**config.mk**
```make
export PLATFORM = sky130hd
export DESIGN_NAME = accel_fifo
export DESIGN_NICKNAME = d
export VERILOG_FILES = /design/src/rtl/accel_fifo.sv
export SDC_FILE = /design/constraint.sdc
export NUM_CORES = 1
export LEC_CHECK = 0
export BUFFER_PORTS_ARGS = -buffer_cell sky130_fd_sc_hd__clkbuf_2
export CAP_MARGIN = 10
export CORE_MARGIN = 10
export CORE_UTILIZATION = 64
export CTS_BUF_LIST = sky130_fd_sc_hd__clkbuf_8
export DETAILED_ROUTE_END_ITERATION = 12
export PLACE_DENSITY = 0.8
export SYNTH_ARGS = -nofsm -noshare
export SYNTH_HDL_FRONTEND = slang
export SYNTH_SLANG_ARGS = --single-unit
```
**constraint.sdc**
```tcl
create_clock -name clk -period 3.49 [get_ports clk]
set_clock_uncertainty 0.2 [all_clocks]
set_input_delay 0.5235 -clock clk [delete_from_list [all_inputs] [get_ports clk]]
set_output_delay 0.5235 -clock clk [all_outputs]
set_load 0.05 [all_outputs]
```
**src/rtl/accel_fifo.sv**
```systemverilog
// Single-clock FIFO between the bus router and one accelerator.
// Registered read port, count-based occupancy, sticky protocol-error flags.
module accel_fifo #(
  parameter int WIDTH      = 32,
  parameter int ADDR_WIDTH = 4
) (
  input  logic                  clk,
  input  logic                  reset,
  input  logic                  put_req,
  input  logic [WIDTH-1:0]      data_in,
  input  logic                  get_req,
  output logic [WIDTH-1:0]      data_out,
  output logic                  data_valid,
  output logic                  empty,
  output logic                  full,
  output logic [ADDR_WIDTH:0]   count,
  output logic                  overflow,
  output logic                  underflow
);

  localparam logic [ADDR_WIDTH:0] DEPTH = (ADDR_WIDTH+1)'(2**ADDR_WIDTH);
  localparam logic [ADDR_WIDTH:0] ONE   = (ADDR_WIDTH+1)'(1);

  logic [WIDTH-1:0]      mem [2**ADDR_WIDTH];
  logic [ADDR_WIDTH-1:0] wr_ptr, rd_ptr;
  logic                  wr_acc, rd_acc;

  // Status decodes only from registered count, so no request-to-output path.
  assign empty = (count == '0);
  assign full  = (count == DEPTH);

  always_comb begin
    wr_acc = put_req && (!full || get_req);
    rd_acc = get_req && !empty;
  end

  // Storage is not reset; a write on the reset edge is still dropped.
  always_ff @(posedge clk) begin
    if (reset && wr_acc) mem[wr_ptr] <= data_in;
  end

  always_ff @(posedge clk) begin
    if (!reset) begin
      wr_ptr     <= '0;
      rd_ptr     <= '0;
      count      <= '0;
      data_out   <= '0;
      data_valid <= 1'b0;
      overflow   <= 1'b0;
      underflow  <= 1'b0;
    end else begin
      data_valid <= rd_acc;
      if (wr_acc) wr_ptr <= wr_ptr + 1'b1;
      if (rd_acc) begin
        // On full with simultaneous put, rd_ptr == wr_ptr: this sees the old word.
        data_out <= mem[rd_ptr];
        rd_ptr   <= rd_ptr + 1'b1;
      end
      case ({wr_acc, rd_acc})
        2'b10:   count <= count + ONE;
        2'b01:   count <= count - ONE;
        default: count <= count;
      endcase
      if (put_req && full && !get_req) overflow  <= 1'b1;
      if (get_req && empty)            underflow <= 1'b1;
    end
  end

endmodule

```
==> impl_metrics.tcl, run 1 <==
set metrics [dict create \
    yosysMostFrequentCell "edfxtp_1" \
    power_density_nw_per_um2 646 \
    required_ns 3.80 \
    hold_slack_ns 0.0938 \
    htreeDepth 3 \
    synth-main-ff-cell "edfxtp_1" \
    comb_power_share_pct 18.7 \
    synthMuxAreaShare_pct 16.6 \
    cts_setup_buffers 0 \
    critPathMaxStageDelay_ns 0.58 \
    wl_per_cell_um 26.4 \
    synth_top_family_by_area "multiplexers" \
    drc 0 \
    netSwitchingPower_mw 4.40 \
    min_to "mem[2][11]" \
    antenna_found_initial 2 \
    max_cap_violations 0 \
    io_buffers 77 \
    cpMostUsedCell "inv_1" \
    synth_fp_nets 1013 \
    row_count 66 \
    wl_met3_mm 3.05 \
    cts_resized 0 \
    cp-end-kind "register" \
    core_area_um2 32800 \
    arrival_ns 3.56 \
    reg2reg_depth 11 \
    path_class "reg2reg" \
    cts_tree "yes" \
    grt_pass1_wl_mm 66.0 \
    leakage_nw 7.74 \
    synth-simple-area-share_pct 2.05 \
    highest_layer "met5" \
    syn_area_um2 21400 \
    syn_avg_cell_area_um2 22.1 \
    crit_path_cell_trace "or4_4 -> o31a_1 -> inv_1 -> ha_1 -> inv_1 -> fa_1 -> nor2b_1 -> o21ai_0 -> nand3_1 -> or3b_2 -> mux2i_1" \
    setup_viol 0 \
    synth_xor_area_share_pct 0.368 \
    min_path_type "in2reg" \
    synth_top_area_share_pct 71.8 \
    via_per_inst 6.23 \
    rsz0062_at_grt "false" \
    worst_pin_slew_ns 0.761 \
    regToRegEndpoint "count[4]" \
    hold_viol 0 \
    p_int_mw 11.3 \
    synth_edf_count 512 \
    wl_met2_mm 22.2 \
    maxSlewHeadroom_pct 49.2 \
    worst-path-buf-inv 2 \
    clk_path_buf_depth 3 \
    timing.final.crit_share_pct 93.0 \
    vias 10157 \
    cts_made_buffers 85 \
    synth-seq-cells 560 \
    synthArstFlopShare_pct 0 \
    syn_inst 967 \
    drive_gt1_share_pct 34.1 \
    swShare_pct 28.1 \
    netlist_top_cells_count "512 x edfxtp_1, 128 x mux4_2, 66 x mux2i_1, 48 x dfxtp_1, 41 x nand2_1" \
    grt_max_degree 46 \
    fill_cells 1794 \
    drt_iter0_markers 1035 \
    synth_largest_area_cell "edfxtp_1" \
    min_from "data_in[11]" \
    ys_seq_area_share_pct 76.3 \
    status "finished clean" \
    crit_family "simple AND/OR/NAND/NOR gates" \
    io_pins 78 \
    cts_root_buffer "clkbuf_8" \
    syn_to_final_growth_pct 13.2 \
    grtUsageTotal_pct 21.3 \
    grt-ovfl-total 0 \
    cp-start-kind "register" \
    synthTopCellsByArea "edfxtp_1 72%, mux4_2 13%, dfxtp_1 4.5%" \
    synth_compound_gate_area_share_pct 2.54 \
    yosysWarnings 0 \
    clock_power_share_pct 31.4 \
    seqPwrFrac_pct 49.9 \
    ir_drop_v 0.000445 \
    fp.dieH_um 203 \
    ant_nets 0 \
    numClockSinks 560 \
    clk_pin_slew_worst_paths_ns 0.07 \
    holdPathStages 1 \
    firstDrtPassIters 5 \
    fin_crit_ns 3.24 \
    ys_types 36 \
    timing.setup.tns_ns 0 \
    met1Wirelength_mm 16.9 \
    synthAdderAreaFrac_pct 0.620 \
    dieArea_um2 41200 \
    final_util_pct 73.9 \
    routed_wl_mm 43.0 \
    start_util_pct 65.3 \
    hpwl_mm 24.5 \
    drv_slew 0 \
    fmax_mhz 308 \
    r2r_start "count[0]" \
    fin_nets 1164 \
    routabilityCongestion 0.749 \
    regToRegSetupSlack_ns 0.25 \
    first_global_vias 10895 \
    clk_latency_ns 0.63 \
    cp_slowest_cell "or4_4" \
    chipWidth_um 203 \
    crit_fanout 5 \
]
[worst reg2reg max path: stages, from the launching register on]
cell and delay [ns]:
dfxtp_1 0.36, or4_4 0.58, o31a_1 0.27, inv_1 0.06
ha_1 0.24, inv_1 0.11, fa_1 0.40, nor2b_1 0.13
o21ai_0 0.10, nand3_1 0.10, or3b_2 0.45, mux2i_1 0.13
[per-layer routing]
layer,track usage [%],vias up
met5,0,-
met4,6.95,2
met3,4.36,66
met2,35.4,433
met1,28.0,5316
li1,-,4340
[power groups by stage]
stage / combinational (mW) / sequential, mW / clock (mW)
floorplan: 1.75 / 8.39 / 0
global placement: 2.90 / 7.93 / 0
global route: 3.12 / 7.84 / 5.30
detailed placement: 2.95 / 7.95 / 0
CTS: 2.97 / 7.81 / 5.03
finish: 2.93 / 7.81 / 4.92
[registers in the layout (all words and copies together) (netlist names)]
signal,flops
underflow,1
mem,512
rd_ptr,4
data_out,32
wr_ptr,4
overflow,1
count,5
data_valid,1
[worst max-delay path by stage]
stage / from / endpoint / slack (ns) / cells past startpoint
6_report: count[0] / count[4] / 0.25 / 11
5_1_grt: count[0] / count[4] / 0.06 / 11
4_1_cts: count[0] / count[4] / 0.24 / 11
3_5_place_dp: count[0] / count[4] / 0.28 / 11
3_3_place_gp: count[0] / count[4] / 0.35 / 11
2_1_floorplan: count[0] / count[4] / 0.11 / 12
[cells by family (layout without fill, tap and decap cells)]
group,Yosys count,in the layout
flops,560,560
mux,194,194
simple gates,90,90
buf+inv,60,280
compound gates,44,44
fa+ha+maj,10,10
xor+xnor,9,9
other cells,0,1
[stage by stage]
step / total power, mW / setup WS, ns / area (µm²) / std cells
after detailed placement: 10.9 / 0.284 / 22600 / 1471
after floorplan: 10.1 / 0.106 / 21400 / 967
after global placement: 10.8 / 0.346 / 22600 / 1471
after CTS: 15.8 / 0.242 / 24200 / 1629
after global routing: 16.3 / 0.0592 / 24200 / 1630
final: 15.7 / 0.245 / 24200 / 1630
[cells in the final DEF, fill, tap and decap left out, types with 2 or more instances in the layout]
| cell type | synthesis | final |
|---|---|---|
| edfxtp_1 | 512 | 512 |
| mux4_2 | 128 | 128 |
| clkbuf_8 | 0 | 93 |
| clkbuf_2 | 0 | 77 |
| mux2i_1 | 66 | 66 |
| inv_1 | 9 | 49 |
| dfxtp_1 | 48 | 45 |
| nand2_1 | 41 | 41 |
| o221ai_2 | 31 | 31 |
| buf_4 | 3 | 21 |
| nor2_4 | 0 | 16 |
| buf_12 | 3 | 15 |
| clkinv_1 | 0 | 11 |
| and2_1 | 10 | 10 |
| ha_1 | 9 | 9 |
| xnor2_1 | 6 | 6 |
| a21oi_1 | 5 | 5 |
| nor2b_1 | 6 | 5 |
| clkinv_2 | 0 | 5 |
| o21ai_0 | 4 | 4 |
| clkinvlp_4 | 0 | 4 |
| nor2_1 | 19 | 3 |
| xor2_1 | 3 | 3 |
| dfxtp_4 | 0 | 3 |
| nand3b_1 | 2 | 2 |
| nand3_1 | 2 | 2 |
| or3b_2 | 2 | 2 |
| nand4_1 | 2 | 2 |
| inv_6 | 0 | 2 |
| dlygate4sd3_1 | 0 | 2 |
[area by class of cell]
cell class	instances	area [µm²]	area share, %
repair buffers	115	863	3.56
flip-flops and latches	560	16300	67.4
clock buffers	93	1280	5.28
diodes	1	2.50	0.0103
clock inverters	63	294	1.21
multi-input cells	347	4860	20.1
well taps	442	553	2.28
inverters	9	33.8	0.139
[timing repair]
item,CTS,global route
endpoints found under the hold margin,2,0
endpoints found under the setup margin,0,0
hold buffers,2,0
No activity file was read; power rests on OpenSTA's default activity.
==> run 2, diff against run 1 <==
--- a/constraint.sdc
+++ b/constraint.sdc
@@ -3,3 +3,3 @@
 set_input_delay 0.5235 -clock clk [delete_from_list [all_inputs] [get_ports clk]]
 set_output_delay 0.5235 -clock clk [all_outputs]
-set_load 0.05 [all_outputs]
+set_load 0.1 [all_outputs]
==> impl_metrics.tcl, run 2 (synthesis gave the netlist of run 1 again) <==
set metrics [dict create \
    min_path_type "in2reg" \
    crit_fanout 7 \
    ant_nets 0 \
    htreeDepth 3 \
    swShare_pct 30.7 \
    drv_slew 0 \
    cts_setup_buffers 0 \
    netSwitchingPower_mw 5.13 \
    via_per_inst 6.29 \
    cts_tree "yes" \
    final_util_pct 74.4 \
    grtUsageTotal_pct 22.1 \
    cts_made_buffers 85 \
    pre_cts_ws_ns 0.317 \
    leakage_nw 7.77 \
    clk_latency_ns 0.62 \
    setup_viol 0 \
    regMostFlops "mem" \
    routabilityCongestion 0.726 \
    row_count 66 \
    max_cap_violations 0 \
    drc 0 \
    cp-start-kind "register" \
    fin_nets 1165 \
    worst_pin_slew_ns 0.795 \
    fin_crit_ns 3.21 \
    numClockSinks 560 \
    clock_power_share_pct 31.4 \
    hold_viol 0 \
    io_pins 78 \
    wl_per_cell_um 27.3 \
    fill_cells 1769 \
    cts_resized 0 \
    setup_ws_ns 0.284 \
    dieArea_um2 41200 \
    final_common_cell "edfxtp_1" \
    cp_slowest_cell "or4_4" \
    chipWidth_um 203 \
    arrival_ns 3.52 \
    p_int_mw 11.6 \
    routed_wl_mm 44.5 \
    start_util_pct 65.3 \
    rsz0062_at_grt "false" \
    place_inst 1472 \
    most-common-layout-cells "512 x edfxtp_1, 128 x mux4_2, 100 x clkbuf_8" \
    clk_path_buf_depth 3 \
    antenna_found_initial 3 \
    path_class "reg2reg" \
    cts_hold_buf 2 \
    maxSlewHeadroom_pct 47.0 \
    timing.setup.tns_ns 0 \
    grt_max_degree 51 \
    io_buffers 77 \
    hold_slack_ns 0.116 \
    drt_iter0_markers 931 \
    core_area_um2 32800 \
    power_density_nw_per_um2 685 \
    hpwl_mm 24.6 \
    seqPwrFrac_pct 46.8 \
    drive_gt1_share_pct 35.7 \
    top_regs "mem: 512 flops, data_out: 32 flops, count: 5 flops" \
    clk_pin_slew_worst_paths_ns 0.07 \
    ir_drop_v 0.000526 \
    fmax_mhz 312 \
    vias 10259 \
    largest_reg_flops 512 \
    fp.dieH_um 203 \
    firstDrtPassIters 5 \
    first_global_vias 10856 \
    syn_to_final_growth_pct 13.9 \
    cts_root_buffer "clkbuf_8" \
    grt-ovfl-total 0 \
    cp-end-kind "register" \
    final_cells 1630 \
    grt_pass1_wl_mm 67.8 \
    comb_power_share_pct 21.8 \
    cpMostUsedCell "ha_1" \
    crit_path_cell_trace "or4_4 -> o21a_1 -> ha_1 -> ha_1 -> nor2b_1 -> o21ai_0 -> a21oi_1 -> or3b_2 -> mux2i_1" \
    timing.final.crit_share_pct 91.9 \
    critPathMaxStageDelay_ns 0.57 \
    required_ns 3.80 \
    status "finished clean" \
]
run 2: area by class of cell:
cell class	instances	area [µm²]	area share [%]
inverter	9	33.8	0.139
antenna	3	7.51	0.0308
multi-input combinational	347	4860	19.9
clock buffer	100	1380	5.64
timing repair buffer	116	896	3.67
clock inverter	53	303	1.24
sequential	560	16400	67.1
tap	442	553	2.27
run 2: power groups by stage:
stage          combinational (mW)  sequential [mW]  clock [mW]
4_1_cts                      3.68             7.82        5.34
5_1_grt                      3.84             7.85        5.66
3_3_place_gp                 3.60             7.95           0
6_report                     3.64             7.82        5.25
2_1_floorplan                1.81             9.01           0
3_5_place_dp                 3.67             7.96           0
run 2: per-layer routing:
| metal | track usage [%] | share of wire (%) |
|---|---|---|
| met5 | 0 | 0 |
| met4 | 7.67 | 2.0 |
| met3 | 4.49 | 7.6 |
| met2 | 37.1 | 52 |
| met1 | 28.3 | 38 |
run 2: per-stage QoR:
stage	area, µm²	power [mW]
floorplan	21400	10.8
global placement	22700	11.5
detailed placement	22700	11.6
CTS	24400	16.9
global route	24400	17.4
finish	24400	16.7
run 2: final timing paths:
path | start | to | slack, ns | depth (start not counted)
setup / recovery | count[0] | count[4] | 0.28 | 9
hold / removal | data_in[10] | mem[1][10] | 0.12 | 1
setup reg to reg | count[0] | count[4] | 0.28 | 9
hold reg to reg | data_out[24] | data_out[24] | 0.27 | 2
run 2: critical path: cells and delay by family (launching register included):
kind,cells,cell delay (ns)
compound gates,3,0.63
fa+ha+maj,2,0.64
flops,1,0.35
mux,1,0.13
simple gates,3,1.16
